<file path="src/rtl/cj_pkg.sv">
// Shared definitions for the co-simulation end-of-test checker.
//  - Result codes carried in tohost[63:1]; tohost[0]=1 marks the end of a test round.
//  - mk_tohost() builds a finished mailbox word from a result code.
//  - cj_event_e names the candidate causes of a tohost update, highest priority last.
package cj_pkg;

   localparam int unsigned PC_W = 64;

   localparam logic [62:0] CODE_PASS     = 63'd1;
   localparam logic [62:0] CODE_TIMEOUT  = 63'd2;
   localparam logic [62:0] CODE_MISMATCH = 63'd3;
   localparam logic [62:0] CODE_OVERFLOW = 63'd4;

   typedef enum logic [2:0] {
      EvNone,
      EvMailbox,
      EvTimeout,
      EvOverflow,
      EvMismatch,
      EvSet
   } cj_event_e;

   function automatic logic [63:0] mk_tohost(input logic [62:0] code);
      return {code, 1'b1};
   endfunction

endpackage

</file>
<file path="src/rtl/cj_sync_fifo.sv">
// Single-clock FIFO holding retired PCs for one side of the comparison.
// Ports:
//  clock  in   rising-edge clock
//  reset  in   synchronous, active-low; empties the queue
//  push   in   write din (dropped when full unless a pop happens the same cycle)
//  pop    in   discard the head entry (ignored when empty)
//  din    in   WIDTH-bit entry to write
//  dout   out  head entry, valid while empty==0
//  full   out  DEPTH entries held
//  empty  out  no entries held
module cj_sync_fifo
   import cj_pkg::*;
#(
   parameter int unsigned WIDTH = PC_W,
   parameter int unsigned DEPTH = 8
) (
   input  logic             clock,
   input  logic             reset,
   input  logic             push,
   input  logic             pop,
   input  logic [WIDTH-1:0] din,
   output logic [WIDTH-1:0] dout,
   output logic             full,
   output logic             empty
);

   localparam int unsigned PTR_W = (DEPTH > 1) ? $clog2(DEPTH) : 1;
   localparam int unsigned LVL_W = PTR_W + 1;

   logic [WIDTH-1:0] mem_q [DEPTH];
   logic [PTR_W-1:0] wr_ptr_q;
   logic [PTR_W-1:0] rd_ptr_q;
   logic [LVL_W-1:0] level_q;
   logic             do_push;
   logic             do_pop;

   assign full  = (level_q == LVL_W'(DEPTH));
   assign empty = (level_q == '0);
   assign dout  = mem_q[rd_ptr_q];

   assign do_pop  = pop & ~empty;
   // A pop frees the slot the push lands in, so push-while-full is fine then.
   assign do_push = push & (~full | do_pop);

   always_ff @(posedge clock) begin
      if (do_push) begin
         mem_q[wr_ptr_q] <= din;
      end
   end

   always_ff @(posedge clock) begin
      if (!reset) begin
         wr_ptr_q <= '0;
         rd_ptr_q <= '0;
         level_q  <= '0;
      end else begin
         if (do_push) begin
            wr_ptr_q <= wr_ptr_q + PTR_W'(1);
         end
         if (do_pop) begin
            rd_ptr_q <= rd_ptr_q + PTR_W'(1);
         end
         if (do_push && !do_pop) begin
            level_q <= level_q + LVL_W'(1);
         end else if (do_pop && !do_push) begin
            level_q <= level_q - LVL_W'(1);
         end
      end
   end

endmodule

</file>
<file path="src/rtl/cj_cosim.sv">
// Co-simulation end-of-test checker. Compares the DUT retired-PC stream with the
// reference-model stream, watches for a store to the tohost mailbox and raises
// timeout / overflow / mismatch results. Once tohost[0] is set everything freezes.
// Ports:
//  clock         in   rising-edge clock
//  reset         in   synchronous, active-low
//  mem_wr_valid  in   store beat valid
//  mem_wr_addr   in   store address (ADDR_W)
//  mem_wr_data   in   store data (64)
//  commit_valid  in   DUT retired one instruction
//  commit_pc     in   PC of that instruction
//  ref_valid     in   reference model retired one instruction
//  ref_pc        in   reference PC
//  set_valid     in   host override of tohost
//  set_value     in   override value (bit0 may be 0)
//  tohost        out  mailbox word, 0 while running
//  mismatch      out  sticky PC compare failure
//  commit_count  out  matched commits, saturating
module cj_cosim
   import cj_pkg::*;
#(
   parameter int unsigned       ADDR_W      = 32,
   parameter logic [ADDR_W-1:0] TOHOST_ADDR = ADDR_W'(32'h8000_1000),
   parameter int unsigned       FIFO_DEPTH  = 8,
   parameter int unsigned       TIMEOUT_CYC = 50000
) (
   input  logic              clock,
   input  logic              reset,
   input  logic              mem_wr_valid,
   input  logic [ADDR_W-1:0] mem_wr_addr,
   input  logic [63:0]       mem_wr_data,
   input  logic              commit_valid,
   input  logic [63:0]       commit_pc,
   input  logic              ref_valid,
   input  logic [63:0]       ref_pc,
   input  logic              set_valid,
   input  logic [63:0]       set_value,
   output logic [63:0]       tohost,
   output logic              mismatch,
   output logic [31:0]       commit_count
);

   localparam int unsigned IDLE_W    = $clog2(TIMEOUT_CYC) + 1;
   localparam logic [IDLE_W-1:0] IDLE_LAST = IDLE_W'(TIMEOUT_CYC - 1);

   logic [63:0]       tohost_q, tohost_d;
   logic              mismatch_q, mismatch_d;
   logic [31:0]       count_q, count_d;
   logic [IDLE_W-1:0] idle_q, idle_d;

   logic        done;
   logic        dut_push, ref_push;
   logic        dut_full, ref_full;
   logic        dut_empty, ref_empty;
   logic [63:0] dut_head, ref_head;
   logic        do_cmp;
   logic        cmp_fail;
   logic        overflow;
   logic        timeout_hit;
   logic        mailbox_hit;
   cj_event_e   ev;

   assign done     = tohost_q[0];
   assign dut_push = commit_valid & ~done;
   assign ref_push = ref_valid & ~done;
   // Compare uses the heads present at the start of the cycle; new pushes wait a cycle.
   assign do_cmp   = ~dut_empty & ~ref_empty & ~done;

   cj_sync_fifo #(
      .WIDTH (64),
      .DEPTH (FIFO_DEPTH)
   ) u_dut_fifo (
      .clock (clock),
      .reset (reset),
      .push  (dut_push),
      .pop   (do_cmp),
      .din   (commit_pc),
      .dout  (dut_head),
      .full  (dut_full),
      .empty (dut_empty)
   );

   cj_sync_fifo #(
      .WIDTH (64),
      .DEPTH (FIFO_DEPTH)
   ) u_ref_fifo (
      .clock (clock),
      .reset (reset),
      .push  (ref_push),
      .pop   (do_cmp),
      .din   (ref_pc),
      .dout  (ref_head),
      .full  (ref_full),
      .empty (ref_empty)
   );

   assign cmp_fail    = do_cmp & (dut_head != ref_head);
   // Both queues pop together, so a pop on either side means a pop on the full one.
   assign overflow    = ~do_cmp & ((dut_push & dut_full) | (ref_push & ref_full));
   assign timeout_hit = ~done & ~commit_valid & (idle_q == IDLE_LAST);
   assign mailbox_hit = ~done & mem_wr_valid & (mem_wr_addr == TOHOST_ADDR) & mem_wr_data[0];

   always_comb begin
      ev = EvNone;
      if (done) begin
         ev = EvNone;
      end else if (set_valid) begin
         ev = EvSet;
      end else if (cmp_fail) begin
         ev = EvMismatch;
      end else if (overflow) begin
         ev = EvOverflow;
      end else if (timeout_hit) begin
         ev = EvTimeout;
      end else if (mailbox_hit) begin
         ev = EvMailbox;
      end
   end

   always_comb begin
      tohost_d   = tohost_q;
      mismatch_d = mismatch_q | cmp_fail;
      count_d    = count_q;
      idle_d     = idle_q;

      case (ev)
         EvSet:      tohost_d = set_value;
         EvMismatch: tohost_d = mk_tohost(CODE_MISMATCH);
         EvOverflow: tohost_d = mk_tohost(CODE_OVERFLOW);
         EvTimeout:  tohost_d = mk_tohost(CODE_TIMEOUT);
         EvMailbox:  tohost_d = mem_wr_data;
         default:    tohost_d = tohost_q;
      endcase

      if (do_cmp && !cmp_fail && (count_q != 32'hFFFF_FFFF)) begin
         count_d = count_q + 32'd1;
      end

      // Idle counter parks at its last value so a non-final override keeps timing out.
      if (!done) begin
         if (commit_valid) begin
            idle_d = '0;
         end else if (idle_q != IDLE_LAST) begin
            idle_d = idle_q + IDLE_W'(1);
         end
      end
   end

   always_ff @(posedge clock) begin
      if (!reset) begin
         tohost_q   <= '0;
         mismatch_q <= 1'b0;
         count_q    <= '0;
         idle_q     <= '0;
      end else begin
         tohost_q   <= tohost_d;
         mismatch_q <= mismatch_d;
         count_q    <= count_d;
         idle_q     <= idle_d;
      end
   end

   assign tohost       = tohost_q;
   assign mismatch     = mismatch_q;
   assign commit_count = count_q;

endmodule

</file>
<file path="config.mk">
export PLATFORM = sky130hd
export DESIGN_NAME = cj_cosim
export DESIGN_NICKNAME = d
export VERILOG_FILES = /design/src/rtl/cj_pkg.sv /design/src/rtl/cj_sync_fifo.sv /design/src/rtl/cj_cosim.sv
export SDC_FILE = /design/constraint.sdc
export NUM_CORES = 1
export LEC_CHECK = 0
export ABC_AREA = 1
export CAP_MARGIN = 40
export CORE_ASPECT_RATIO = 0.75
export CORE_MARGIN = 4
export CORE_UTILIZATION = 30
export CTS_BUF_LIST = sky130_fd_sc_hd__clkbuf_8 sky130_fd_sc_hd__clkbuf_16
export DETAILED_ROUTE_END_ITERATION = 10
export GPL_TIMING_DRIVEN = 0
export PLACE_DENSITY = 0.44
export RECOVER_POWER = 50
export SYNTH_ARGS = -nofsm -noshare
export SYNTH_HDL_FRONTEND = slang
export SYNTH_HIERARCHICAL = 1
export SYNTH_SLANG_ARGS = --single-unit
</file>
<file path="constraint.sdc">
create_clock -name clock -period 6.2 [get_ports clock]
set_clock_uncertainty 0.1 [all_clocks]
set_input_delay 0.93 -clock clock [delete_from_list [all_inputs] [get_ports clock]]
set_output_delay 0.93 -clock clock [all_outputs]
set_load 0.03 [all_outputs]
</file>
==> flow_summary.yaml <==
critical_path:
  critPathLaunchType: "flop"
  worstPathRequired_ps: 6770
  endpoint_kind: "flop"
  worst-r2r-cell-count: 21
  timing.critical_path.to: "tohost[26]"
  rr_endpoint: "tohost[26]"
  flop_to_flop_setup_slack_ps: 1270
  cp_data_arrival_time_ps: 5500
  worstSetupPathType: "reg2reg"
  critical_path_peak_fanout: 10
yosys:
  yosys_register_bits: 1164
  synth_nets: 4845
  synthCells: 4537
  synth.yosys.warnings: 6
  syn-mean-instance-area_um2: 10.74
  synth-main-ff-cell: "sky130_fd_sc_hd__edfxtp_1"
  asyncSetResetFlopFracSynth: 0
  syn-cell-area_um2: 48740
  synth_enable_flop_cells: 1024
  ys_types: 43
  synth-seq-area-share: 0.6883
place:
  setup_slack_after_placement_ps: 1257
  globalplace.congestion: 0.8203
  port_buffers: 390
  detailed_place_hpwl_mm: 109.0
power:
  clockPowerShare: 0.295
  power.leakage_nw: 21.81
  total_switching_power_mw: 8.573
  powerDensity_nw_per_um2: 399.0
  swShare: 0.3561
  combPwrFrac: 0.318
  internal-power_mw: 15.50
  ir_worst_vdd_mv: 0.2346
  power_frac_seq: 0.387
timing:
  setup_viol: 0
  timing_max_transition_violations_final: 0
  fmax_mhz: 202.8
  period_share: 0.7954
  final-hold-violation-count: 0
  setup_ws_ps: 1268
  tightestPinTransition_ps: 1483
  rsz0062_at_grt: "false"
  relSlewSlack: 0.003495
  finalWorstPathRequiredPeriod_ps: 4932
routing:
  drt_wl_total_mm: 156.1
  vias_per_cell: 4.692
  detailedRoute.firstPassIterationCount: 6
  drtIter0Drc: 2697
  route.detailed.wl_per_inst_um: 21.26
  detail_route.drc_violations: 0
  vias: 34440
  postRouteAntennaNets: 0
global_routing:
  globalRoute.totalOverflow: 0
  global_route.usage.total: 0.1800
  antenna_found_initial: 61
  grt_pass1_wl_mm: 226.9
  largest_net_degree_at_the_start_of_global_routing: 25
  grt_pass1_vias: 32640
clocking:
  tritoncts: "yes"
  clkSlewWorstSetupHoldPaths_ps: 60
  cts_root_buffer: "sky130_fd_sc_hd__clkbuf_16"
  cts.sink_count: 1164
  cts_buffers: 119
  cts_resized: 0
  clkLatencyLatePin_ps: 740
  clock_path_buffers: 3
  clock_tree.htree_level_count: 3
  cts_hold_repair.buffers: 0
  postCtsSetupRepairBufs: 0
finish:
  area_growth_pct: 23.78
  fin_nets: 5408
  layout.cells.most_common: "sky130_fd_sc_hd__edfxtp_1"
  finalCoreUtilization: 0.3756
  highest_count_cells_in_the_layout_ignoring_fill_and_taps: "sky130_fd_sc_hd__edfxtp_1, sky130_fd_sc_hd__nor2_1, sky130_fd_sc_hd__nand2_1, sky130_fd_sc_hd__o21ai_0, sky130_fd_sc_hd__inv_1"
  share_of_layout_cells_above_drive_strength_1: 0.07247
die:
  die_h_um: 357.1
  placement_rows: 127
  core_um2: 160700
  dieWidth_um: 473.4
  design.die.area_um2: 169100
  initial_cell_density_of_the_core: 0.3034
  num_io_pins: 391
status:
  failed_checks: "max-capacitance violations"
  status: "complete, but fails checks"
run:
  drv_cap: 1
min_path:
  timing.hold.worst.class: "reg2reg"
==> stage by stage <==
stage | instance area [um^2] | total power, mW | hold WS, ps | std cells | setup TNS, ps
final | 60330 | 24.07 | 351.4 | 7340 | 0
after global routing | 60320 | 25.60 | 369.7 | 7336 | 0
after CTS | 60350 | 24.54 | 354.9 | 7330 | 0
after detailed placement | 56540 | 17.36 | 344.4 | 7107 | 0
after global placement | 55310 | 17.26 | 340.9 | 7055 | -2131000
after floorplan | 48740 | 14.19 | 322.9 | 4537 | 0
==> flip-flops by register name (all words and copies together) (netlist names), named ones only <==
| register | cells |
|---|---|
| u_ref_fifo/mem_q | 512 |
| u_ref_fifo/wr_ptr_q | 3 |
| u_ref_fifo/rd_ptr_q | 3 |
| u_dut_fifo/wr_ptr_q | 3 |
| u_dut_fifo/mem_q | 512 |
| mismatch | 1 |
| tohost | 64 |
| u_dut_fifo/level_q | 4 |
| commit_count | 32 |
| u_ref_fifo/level_q | 4 |
| idle_q | 17 |
| u_dut_fifo/rd_ptr_q | 3 |
==> worst min-delay path by stage <==
stage                     from         end  slack [ps]  cells after the start
floorplan           idle_q[15]  idle_q[15]         320                      1
global placement    idle_q[15]  idle_q[15]         340                      1
detailed placement  idle_q[15]  idle_q[15]         340                      1
CTS                   mismatch    mismatch         350                      2
global route          mismatch    mismatch         370                      2
finish                mismatch    mismatch         350                      2
==> metal layers <==
metal | up-vias | track usage | share of wire
li1 | 16730 | - | -
met1 | 16660 | 0.2599 | 0.48
met2 | 807 | 0.2887 | 0.46
met3 | 251 | 0.02688 | 0.044
met4 | 2 | 0.03583 | 0.021
met5 | - | 0 | 0.000045
==> worst max-delay path, stage by stage, from the launching register on <==
cell	delay, ps
sky130_fd_sc_hd__dfxtp_1	450
sky130_fd_sc_hd__clkbuf_1	710
sky130_fd_sc_hd__clkbuf_1	500
sky130_fd_sc_hd__o21ai_0	210
sky130_fd_sc_hd__o21ai_1	160
sky130_fd_sc_hd__nand2_1	80
sky130_fd_sc_hd__nand2_1	180
sky130_fd_sc_hd__nand2_1	70
sky130_fd_sc_hd__inv_1	50
sky130_fd_sc_hd__nor2_1	30
sky130_fd_sc_hd__nor2_1	140
sky130_fd_sc_hd__nand2_1	90
sky130_fd_sc_hd__nor2_1	200
sky130_fd_sc_hd__nand2_1	170
sky130_fd_sc_hd__nor2_1	110
sky130_fd_sc_hd__nand2_1	270
sky130_fd_sc_hd__nand2_4	200
sky130_fd_sc_hd__nand3_2	140
sky130_fd_sc_hd__nand3_4	220
sky130_fd_sc_hd__clkbuf_1	410
sky130_fd_sc_hd__o21ai_0	180
sky130_fd_sc_hd__a21oi_2	140
==> power by group through the flow <==
stage                     clock network [mW]  registers, mW  logic (mW)
after CTS                               7.32           9.33        7.89
after global placement                     0           9.58        7.69
after floorplan                            0           9.77        4.42
after global routing                    7.63           9.37        8.59
after detailed placement                   0           9.50        7.86
final                                   7.10           9.32        7.65
==> cell type report <==
cell class / count / area [um^2]
multi-input combinational: 2889 / 13030
inverter: 248 / 930.9
antenna: 10 / 25.02
sequential: 1164 / 33550
clock buffer: 126 / 3085
timing repair buffer: 442 / 5012
clock inverter: 97 / 725.7
tap: 2128 / 2663
fill: 15870 / 100300
buffer: 236 / 1315
==> cell usage after synthesis (2+ instances only) <==
| master | count | area share |
|---|---|---|
| sky130_fd_sc_hd__buf_2 | 48 | 0.0049 |
| sky130_fd_sc_hd__o21a_1 | 64 | 0.0099 |
| sky130_fd_sc_hd__nor2_1 | 952 | 0.073 |
| sky130_fd_sc_hd__nand3b_1 | 2 | 0.00031 |
| sky130_fd_sc_hd__clkbuf_1 | 119 | 0.0092 |
| sky130_fd_sc_hd__clkbuf_2 | 2 | 0.00021 |
| sky130_fd_sc_hd__buf_6 | 29 | 0.0067 |
| sky130_fd_sc_hd__o21ai_0 | 599 | 0.062 |
| sky130_fd_sc_hd__nor3b_1 | 6 | 0.00092 |
| sky130_fd_sc_hd__xor2_1 | 27 | 0.0049 |
| sky130_fd_sc_hd__nor3_2 | 2 | 0.00041 |
| sky130_fd_sc_hd__nand2_2 | 2 | 0.00026 |
| sky130_fd_sc_hd__a21oi_1 | 99 | 0.010 |
| sky130_fd_sc_hd__xnor2_1 | 3 | 0.00054 |
| sky130_fd_sc_hd__nand3_1 | 32 | 0.0033 |
| sky130_fd_sc_hd__o21ai_1 | 259 | 0.027 |
| sky130_fd_sc_hd__a21oi_2 | 21 | 0.0038 |
| sky130_fd_sc_hd__edfxtp_1 | 1024 | 0.63 |
| sky130_fd_sc_hd__dfxtp_1 | 140 | 0.057 |
| sky130_fd_sc_hd__nor4_1 | 10 | 0.0013 |
| sky130_fd_sc_hd__buf_8 | 4 | 0.0012 |
| sky130_fd_sc_hd__buf_12 | 2 | 0.00082 |
| sky130_fd_sc_hd__buf_1 | 13 | 0.0010 |
| sky130_fd_sc_hd__nor3_4 | 2 | 0.00067 |
| sky130_fd_sc_hd__inv_2 | 9 | 0.00069 |
| sky130_fd_sc_hd__inv_1 | 238 | 0.018 |
| sky130_fd_sc_hd__buf_4 | 19 | 0.0029 |
| sky130_fd_sc_hd__ha_1 | 12 | 0.0031 |
| sky130_fd_sc_hd__nand4_1 | 12 | 0.0015 |
| sky130_fd_sc_hd__nand2_1 | 740 | 0.057 |
| sky130_fd_sc_hd__nor3_1 | 33 | 0.0034 |
| sky130_fd_sc_hd__fa_1 | 2 | 0.00082 |
==> cells by family (layout without fill, tap and decap cells) <==
logic type	Yosys count	after routing	synth area share
other	0	10	0
AOI/OAI and AO/OA	1047	1047	0.1128
adders and majority gates	14	14	0.003902
DFF	1164	1164	0.6883
and+or+nand+nor	1798	1798	0.1435
xor gates and xnor gates	30	30	0.005391
buffers and inverters	484	1149	0.04608
No activity file was read; power rests on OpenSTA's default activity.
